File: src/rtl/addertest_pipe_if.sv
// -----------------------------------------------------------------------------
// addertest_pipe_if
//   Handshake bundle for addertest_pipe: operand side (in_*) and result side
//   (out_*), each with valid/ready flow control, plus the completed-result
//   counter.
//
//   Modports:
//     master - the environment: drives operands and out_ready, observes results.
//     slave  - the pipeline: accepts operands, drives results and in_ready.
//
//   Signals:
//     in_valid, in_ready  operand transaction present / pipeline can accept
//     in_a, in_b          operands (DATA_WIDTH)
//     in_mode             0 = add chain, 1 = subtract chain
//     out_valid, out_ready result present / downstream accepts
//     out_sum             chain result (DATA_WIDTH)
//     out_count           completed output transfers, wraps (COUNT_WIDTH)
// -----------------------------------------------------------------------------
interface addertest_pipe_if #(
  parameter int DATA_WIDTH  = 32,
  parameter int COUNT_WIDTH = 16
);
  logic                   in_valid;
  logic                   in_ready;
  logic [DATA_WIDTH-1:0]  in_a;
  logic [DATA_WIDTH-1:0]  in_b;
  logic                   in_mode;
  logic                   out_valid;
  logic                   out_ready;
  logic [DATA_WIDTH-1:0]  out_sum;
  logic [COUNT_WIDTH-1:0] out_count;

  modport master (
    output in_valid, in_a, in_b, in_mode, out_ready,
    input  in_ready, out_valid, out_sum, out_count
  );

  modport slave (
    input  in_valid, in_a, in_b, in_mode, out_ready,
    output in_ready, out_valid, out_sum, out_count
  );
endinterface

File: src/rtl/addertest_pipe.sv
// -----------------------------------------------------------------------------
// addertest_pipe
//   Pipelined alternating accumulate/subtract chain over operands a and b.
//   Step 0 forms a +/- b; step i (i >= 1) adds or subtracts a (odd i) or
//   b (even i) to the running partial. One register stage per step, so a
//   result leaves STAGES cycles after its operands are accepted.
//
//   The whole pipeline advances together whenever the output register is
//   empty or being drained; otherwise every stage (bubbles included) holds.
//   out_count tallies completed output transfers.
//
//   Ports:
//     clk    rising-edge clock
//     rst_n  synchronous active-low reset
//     bus    addertest_pipe_if.slave (operand and result handshakes, counter)
// -----------------------------------------------------------------------------
module addertest_pipe #(
  parameter int DATA_WIDTH  = 32,
  parameter int STAGES      = 10,
  parameter int COUNT_WIDTH = 16
) (
  input  logic              clk,
  input  logic              rst_n,
  addertest_pipe_if.slave   bus
);

  // Everything a transaction needs travels with it, so mixed modes in
  // flight stay independent.
  typedef struct packed {
    logic                  valid;
    logic                  mode;
    logic [DATA_WIDTH-1:0] t;
    logic [DATA_WIDTH-1:0] a;
    logic [DATA_WIDTH-1:0] b;
  } stage_t;

  stage_t                 stg_q [STAGES];
  stage_t                 stg_d [STAGES];
  logic [COUNT_WIDTH-1:0] count_q;
  logic                   adv;

  // The pipeline moves when the last stage is empty or its result is taken;
  // a stall freezes every stage so no bubble is ever collapsed.
  assign adv = !stg_q[STAGES-1].valid || bus.out_ready;

  // NOTE: every variable written here gets a full assignment on every pass,
  // so no latch can be inferred.
  always_comb begin
    stg_d[0].valid = bus.in_valid;
    stg_d[0].mode  = bus.in_mode;
    stg_d[0].a     = bus.in_a;
    stg_d[0].b     = bus.in_b;
    stg_d[0].t     = bus.in_mode ? (bus.in_a - bus.in_b) : (bus.in_a + bus.in_b);
    for (int k = 1; k < STAGES; k++) begin
      stg_d[k] = stg_q[k-1];
      // Odd steps fold in a, even steps fold in b.
      if ((k % 2) == 1)
        stg_d[k].t = stg_q[k-1].mode ? (stg_q[k-1].t - stg_q[k-1].a)
                                     : (stg_q[k-1].t + stg_q[k-1].a);
      else
        stg_d[k].t = stg_q[k-1].mode ? (stg_q[k-1].t - stg_q[k-1].b)
                                     : (stg_q[k-1].t + stg_q[k-1].b);
    end
  end

  // NOTE: sequential state uses non-blocking assignments only, so every
  // stage samples its predecessor's pre-edge value.
  always_ff @(posedge clk) begin
    if (!rst_n) begin
      // NOTE: the stage array is cleared in full (operands and partials too),
      // so a visible out_sum after reset is always zero, not stale data.
      for (int k = 0; k < STAGES; k++) stg_q[k] <= '0;
      count_q <= '0;
    end else begin
      if (adv) stg_q <= stg_d;
      if (stg_q[STAGES-1].valid && bus.out_ready)
        count_q <= count_q + COUNT_WIDTH'(1);
    end
  end

  assign bus.in_ready  = adv;
  assign bus.out_valid = stg_q[STAGES-1].valid;
  assign bus.out_sum   = stg_q[STAGES-1].t;
  assign bus.out_count = count_q;

endmodule

File: src/flat_wrapper.sv
// flat-port wrapper written by rule: the top's interface ports become plain ports
module addertest_pipe_flat 
#(
  parameter int DATA_WIDTH  = 32,
  parameter int STAGES      = 10,
  parameter int COUNT_WIDTH = 16
)
  (clk, rst_n, bus_in_valid, bus_in_a, bus_in_b, bus_in_mode, bus_out_ready, bus_in_ready, bus_out_valid, bus_out_sum, bus_out_count);
  addertest_pipe_if #(.DATA_WIDTH(DATA_WIDTH), .COUNT_WIDTH(COUNT_WIDTH)) bus_i ();
  input  logic clk;
  input  logic rst_n;
  input wire logic [$bits(bus_i.in_valid)-1:0] bus_in_valid;
  input wire logic [$bits(bus_i.in_a)-1:0] bus_in_a;
  input wire logic [$bits(bus_i.in_b)-1:0] bus_in_b;
  input wire logic [$bits(bus_i.in_mode)-1:0] bus_in_mode;
  input wire logic [$bits(bus_i.out_ready)-1:0] bus_out_ready;
  output wire logic [$bits(bus_i.in_ready)-1:0] bus_in_ready;
  output wire logic [$bits(bus_i.out_valid)-1:0] bus_out_valid;
  output wire logic [$bits(bus_i.out_sum)-1:0] bus_out_sum;
  output wire logic [$bits(bus_i.out_count)-1:0] bus_out_count;
  assign bus_i.in_valid = bus_in_valid;
  assign bus_i.in_a = bus_in_a;
  assign bus_i.in_b = bus_in_b;
  assign bus_i.in_mode = bus_in_mode;
  assign bus_i.out_ready = bus_out_ready;
  assign bus_in_ready = bus_i.in_ready;
  assign bus_out_valid = bus_i.out_valid;
  assign bus_out_sum = bus_i.out_sum;
  assign bus_out_count = bus_i.out_count;
  addertest_pipe #(.DATA_WIDTH(DATA_WIDTH), .STAGES(STAGES), .COUNT_WIDTH(COUNT_WIDTH)) u_core (.clk(clk), .rst_n(rst_n), .bus(bus_i));
endmodule
File: config.mk
export PLATFORM = sky130hd
export DESIGN_NAME = addertest_pipe_flat
export DESIGN_NICKNAME = d
export VERILOG_FILES = /design/src/rtl/addertest_pipe_if.sv /design/src/rtl/addertest_pipe.sv /design/src/flat_wrapper.sv
export SDC_FILE = /design/constraint.sdc
export NUM_CORES = 2
export LEC_CHECK = 0
export CORE_MARGIN = 2
export CORE_UTILIZATION = 55
export DETAILED_ROUTE_END_ITERATION = 10
export PLACE_DENSITY = 0.73
export SLEW_MARGIN = 20
export SYNTH_ARGS = -nofsm -noshare
export SYNTH_HDL_FRONTEND = slang
export SYNTH_SLANG_ARGS = --single-unit
File: constraint.sdc
create_clock -name clk -period 6.2 [get_ports clk]
set_clock_uncertainty 0.15 [all_clocks]
set_input_delay 1.24 -clock clk [delete_from_list [all_inputs] [get_ports clk]]
set_output_delay 1.24 -clock clk [all_outputs]
set_load 0.1 [all_outputs]
==> reports/metrics.cfg <==
[critical_path]
path_class=in -> reg
startpoint_type=primary input
crit_chain=clkdlybuf4s50_1 -> nor4_2 -> nand2_1 -> nor4_1 -> and2_1 -> nor2_1 -> xnor2_1 -> ha_1 -> and2_1 -> and3_1 -> nor2b_1 -> a31oi_1 -> nand2_1 -> o31ai_1 -> buf_4 -> o21ai_0 -> o211a_1 -> a211o_1
crit_required_ps=6620
cpMaxStageDelayCell=nor4_1
r2r_slack_ps=1040
crit_fanout=5
slowest_delay_ps=580
cp.arrival_ps=5610
end_kind=flop
worstRegToRegCells=19

[timing]
finalCritPeriodShare=0.836
rsz0062_at_grt=false
worst_pin_slew_ps=1110
finalSetupViolCount=0
fin_crit_ps=5180
fin_setup_tns_ps=0
finalMaxSlewViolations=0
maxSlewHeadroom=0.259
hold_violations=0
whs_ps=288
fmax_mhz=193

[power_and_ir_drop]
power_density_mw_per_mm2=428
p_int_mw=15.1
power_leakage_nw=22.4
pwr-share-clk=0.261
comb_power_share=0.445
p_sw_mw=9.59
swShare=0.389
ir_worst_vdd_mv=0.298
p_seq_frac=0.294

[floorplan]
start_util=0.554
io_pins=119
core-area_mm2=0.0949
die_h_um=313
die_area_mm2=0.0980
die_x_um=313
rows=113

[global_route]
grt_max_degree=215
antenna_found_initial=11
grt_use_total=0.301
grt_overflow_total=0
grt_pass1_wl_um=240000
grt_pass1_vias=43964

[synth]
synth_seq_cells=899
async_flop_share=0
yosysSeqAreaShare=0.343
synth_nets=7439
ys_warn_count=0
ys.flop_type=dfxtp_1
yosysUniqueCellTypes=85
avgSynthCellArea_um2=7.46
synth_edf_count=0
netlist_instances=7039
syn_area_mm2=0.0525

[clocking]
cts_hold_buf=0
clock-sinks=899
clk_latency_ps=700
clk_root_buffer_cell=clkbuf_16
cts_tree=done
numCtsBuffers=97
cts_setup_buffers=0
cts_resized=0
clk_pin_slew_worst_paths_ps=60
cts_buffer_depth=3
h-tree-depth=3

[layout]
fin_cells=8220
area_growth_syn_to_layout_pct=9.72
drive_above_1_share=0.0398
fill_cells=8852
nets=7276

[detailed_routing]
wirelength_um=153000
met1Wirelength_um=65900
top_layer=met5
drc_errors=0
wire_per_inst_um=18.6
drt_iter0_drc=3525
vias=47407
viasPerCell=5.77
wl_met2_um=72700
drtAntennaViolNets=0
met3RoutedLength_um=7130
drtPass1Iterations=6

[placed_design]
dp_hpwl_um=112000
dp_cells=8042
place.gp.congestion=0.917
portBuffers=118

[worst_hold_path]
hold_class=reg -> reg
holdPathStages=2

[run_status]
status=finished, final reports clean

[job]
maxCapViolCount=0

-- flip-flops by register name (all words and copies together) (netlist names) --
name and flops:
u_core.bus.out_sum 32, u_core.stg_d 562, u_core.stg_q 288, u_core.bus.out_count 16, u_core.bus.out_valid 1
-- cells by family after synthesis --
kind of cell             share of synthesized area
multiplexers                               0.00422
AND/OR/NAND/NOR                              0.218
AO/OA/AOI/OAI                                0.215
adder cells (fa/ha/maj)                     0.0803
XOR/XNOR                                    0.0957
buffers and inverters                       0.0442
flip-flops                                   0.343
-- routing by layer --
layer | GRT usage | vias to the layer above
li1 | - | 23796
met1 | 0.381 | 22188
met2 | 0.514 | 1106
met3 | 0.0367 | 301
met4 | 0.133 | 16
met5 | 0 | -
-- Yosys cell counts, types with 52 or more instances --
master	instances	area share
a211oi_1	53	0.0076
nand2_1	1667	0.12
a21o_1	163	0.023
xor2_1	122	0.020
nor3_1	103	0.0098
clkbuf_1	368	0.026
o21ai_0	287	0.027
and3_1	52	0.0062
nor2_1	430	0.031
a21oi_1	1158	0.11
nand3_1	74	0.0071
xnor2_1	450	0.075
inv_1	146	0.010
dfxtp_1	899	0.34
ha_1	321	0.076
a31oi_1	58	0.0069
-- critical path: cells and delay by family --
kind / cells / cell delay, ps
AND/OR/NAND/NOR: 9 / 2170
AO/OA/AOI/OAI: 5 / 1070
adder cells (fa/ha/maj): 1 / 270
XOR/XNOR: 1 / 180
buffers and inverters: 2 / 680
-- path summary, 6_finish.rpt --
kind                                  start                        endpoint
max reg2reg  u_core.stg_d[686]$_SDFFE_PN0P_  u_core.stg_q[780]$_SDFFE_PN0P_
min          u_core.stg_d[144]$_SDFFE_PN0P_   u_core.stg_d[46]$_SDFFE_PN0P_
max                             bus_in_b[3]  u_core.stg_q[975]$_SDFFE_PN0P_
min reg2reg  u_core.stg_d[144]$_SDFFE_PN0P_   u_core.stg_d[46]$_SDFFE_PN0P_
-- metrics by stage --
stage | total power [mW] | util | instance area [um2] | setup WS, ps
floorplan | 15.7 | - | 52500 | 1460
global placement | 18.0 | 0.570 | 54000 | 418
detailed placement | 18.1 | 0.570 | 54000 | 379
CTS | 24.6 | 0.607 | 57600 | 1100
global route | 26.2 | 0.607 | 57600 | 588
finish | 24.7 | 0.607 | 57600 | 1020
-- placed cells by master (no fill, tap or decap), types with 10 or more instances in the layout --
cell	n
nor3b_1	12
o21bai_1	40
nand2_1	1666
fa_1	10
nor4_1	44
clkbuf_1	11
nor2b_1	45
o31ai_1	25
a221o_1	12
nor2_1	428
and4_1	11
a211oi_1	53
nand2b_1	39
o21a_1	31
a21oi_1	1158
ha_1	321
and2_1	33
clkdlybuf4s50_1	116
nand3_1	74
a21o_1	163
buf_4	45
clkinv_2	16
clkbuf_16	97
and3_1	52
or4_1	14
o21ai_0	287
nand4_1	48
a221oi_1	13
bufinv_16	20
or3_1	43
xor2_1	122
a31oi_1	58
inv_1	145
mux2i_1	21
dfxtp_1	898
clkbuf_8	17
nor3_1	103
o211ai_1	18
xnor2_1	450
-- final cells by class --
| type | count | area [um2] | share of cell area |
|---|---|---|---|
| Multi-Input combinational cell | 5561 | 32200 | 0.559 |
| Sequential cell | 899 | 18000 | 0.312 |
| Clock buffer | 125 | 2700 | 0.0469 |
| Timing Repair Buffer | 170 | 1660 | 0.0289 |
| Tap cell | 1265 | 1580 | 0.0275 |
| Clock inverter | 52 | 878 | 0.0152 |
| Inverter | 147 | 567 | 0.00983 |
| Antenna cell | 1 | 2.50 | 0.0000434 |
-- power by group through the flow --
stage	logic (mW)	clock network [mW]	registers [mW]
after floorplan	8.59	0	7.08
after global placement	10.7	0	7.34
after detailed placement	10.8	0	7.35
after CTS	10.9	6.53	7.23
after global routing	12.1	6.77	7.32
final	11.0	6.45	7.25
(Power assumes the default switching activity.)
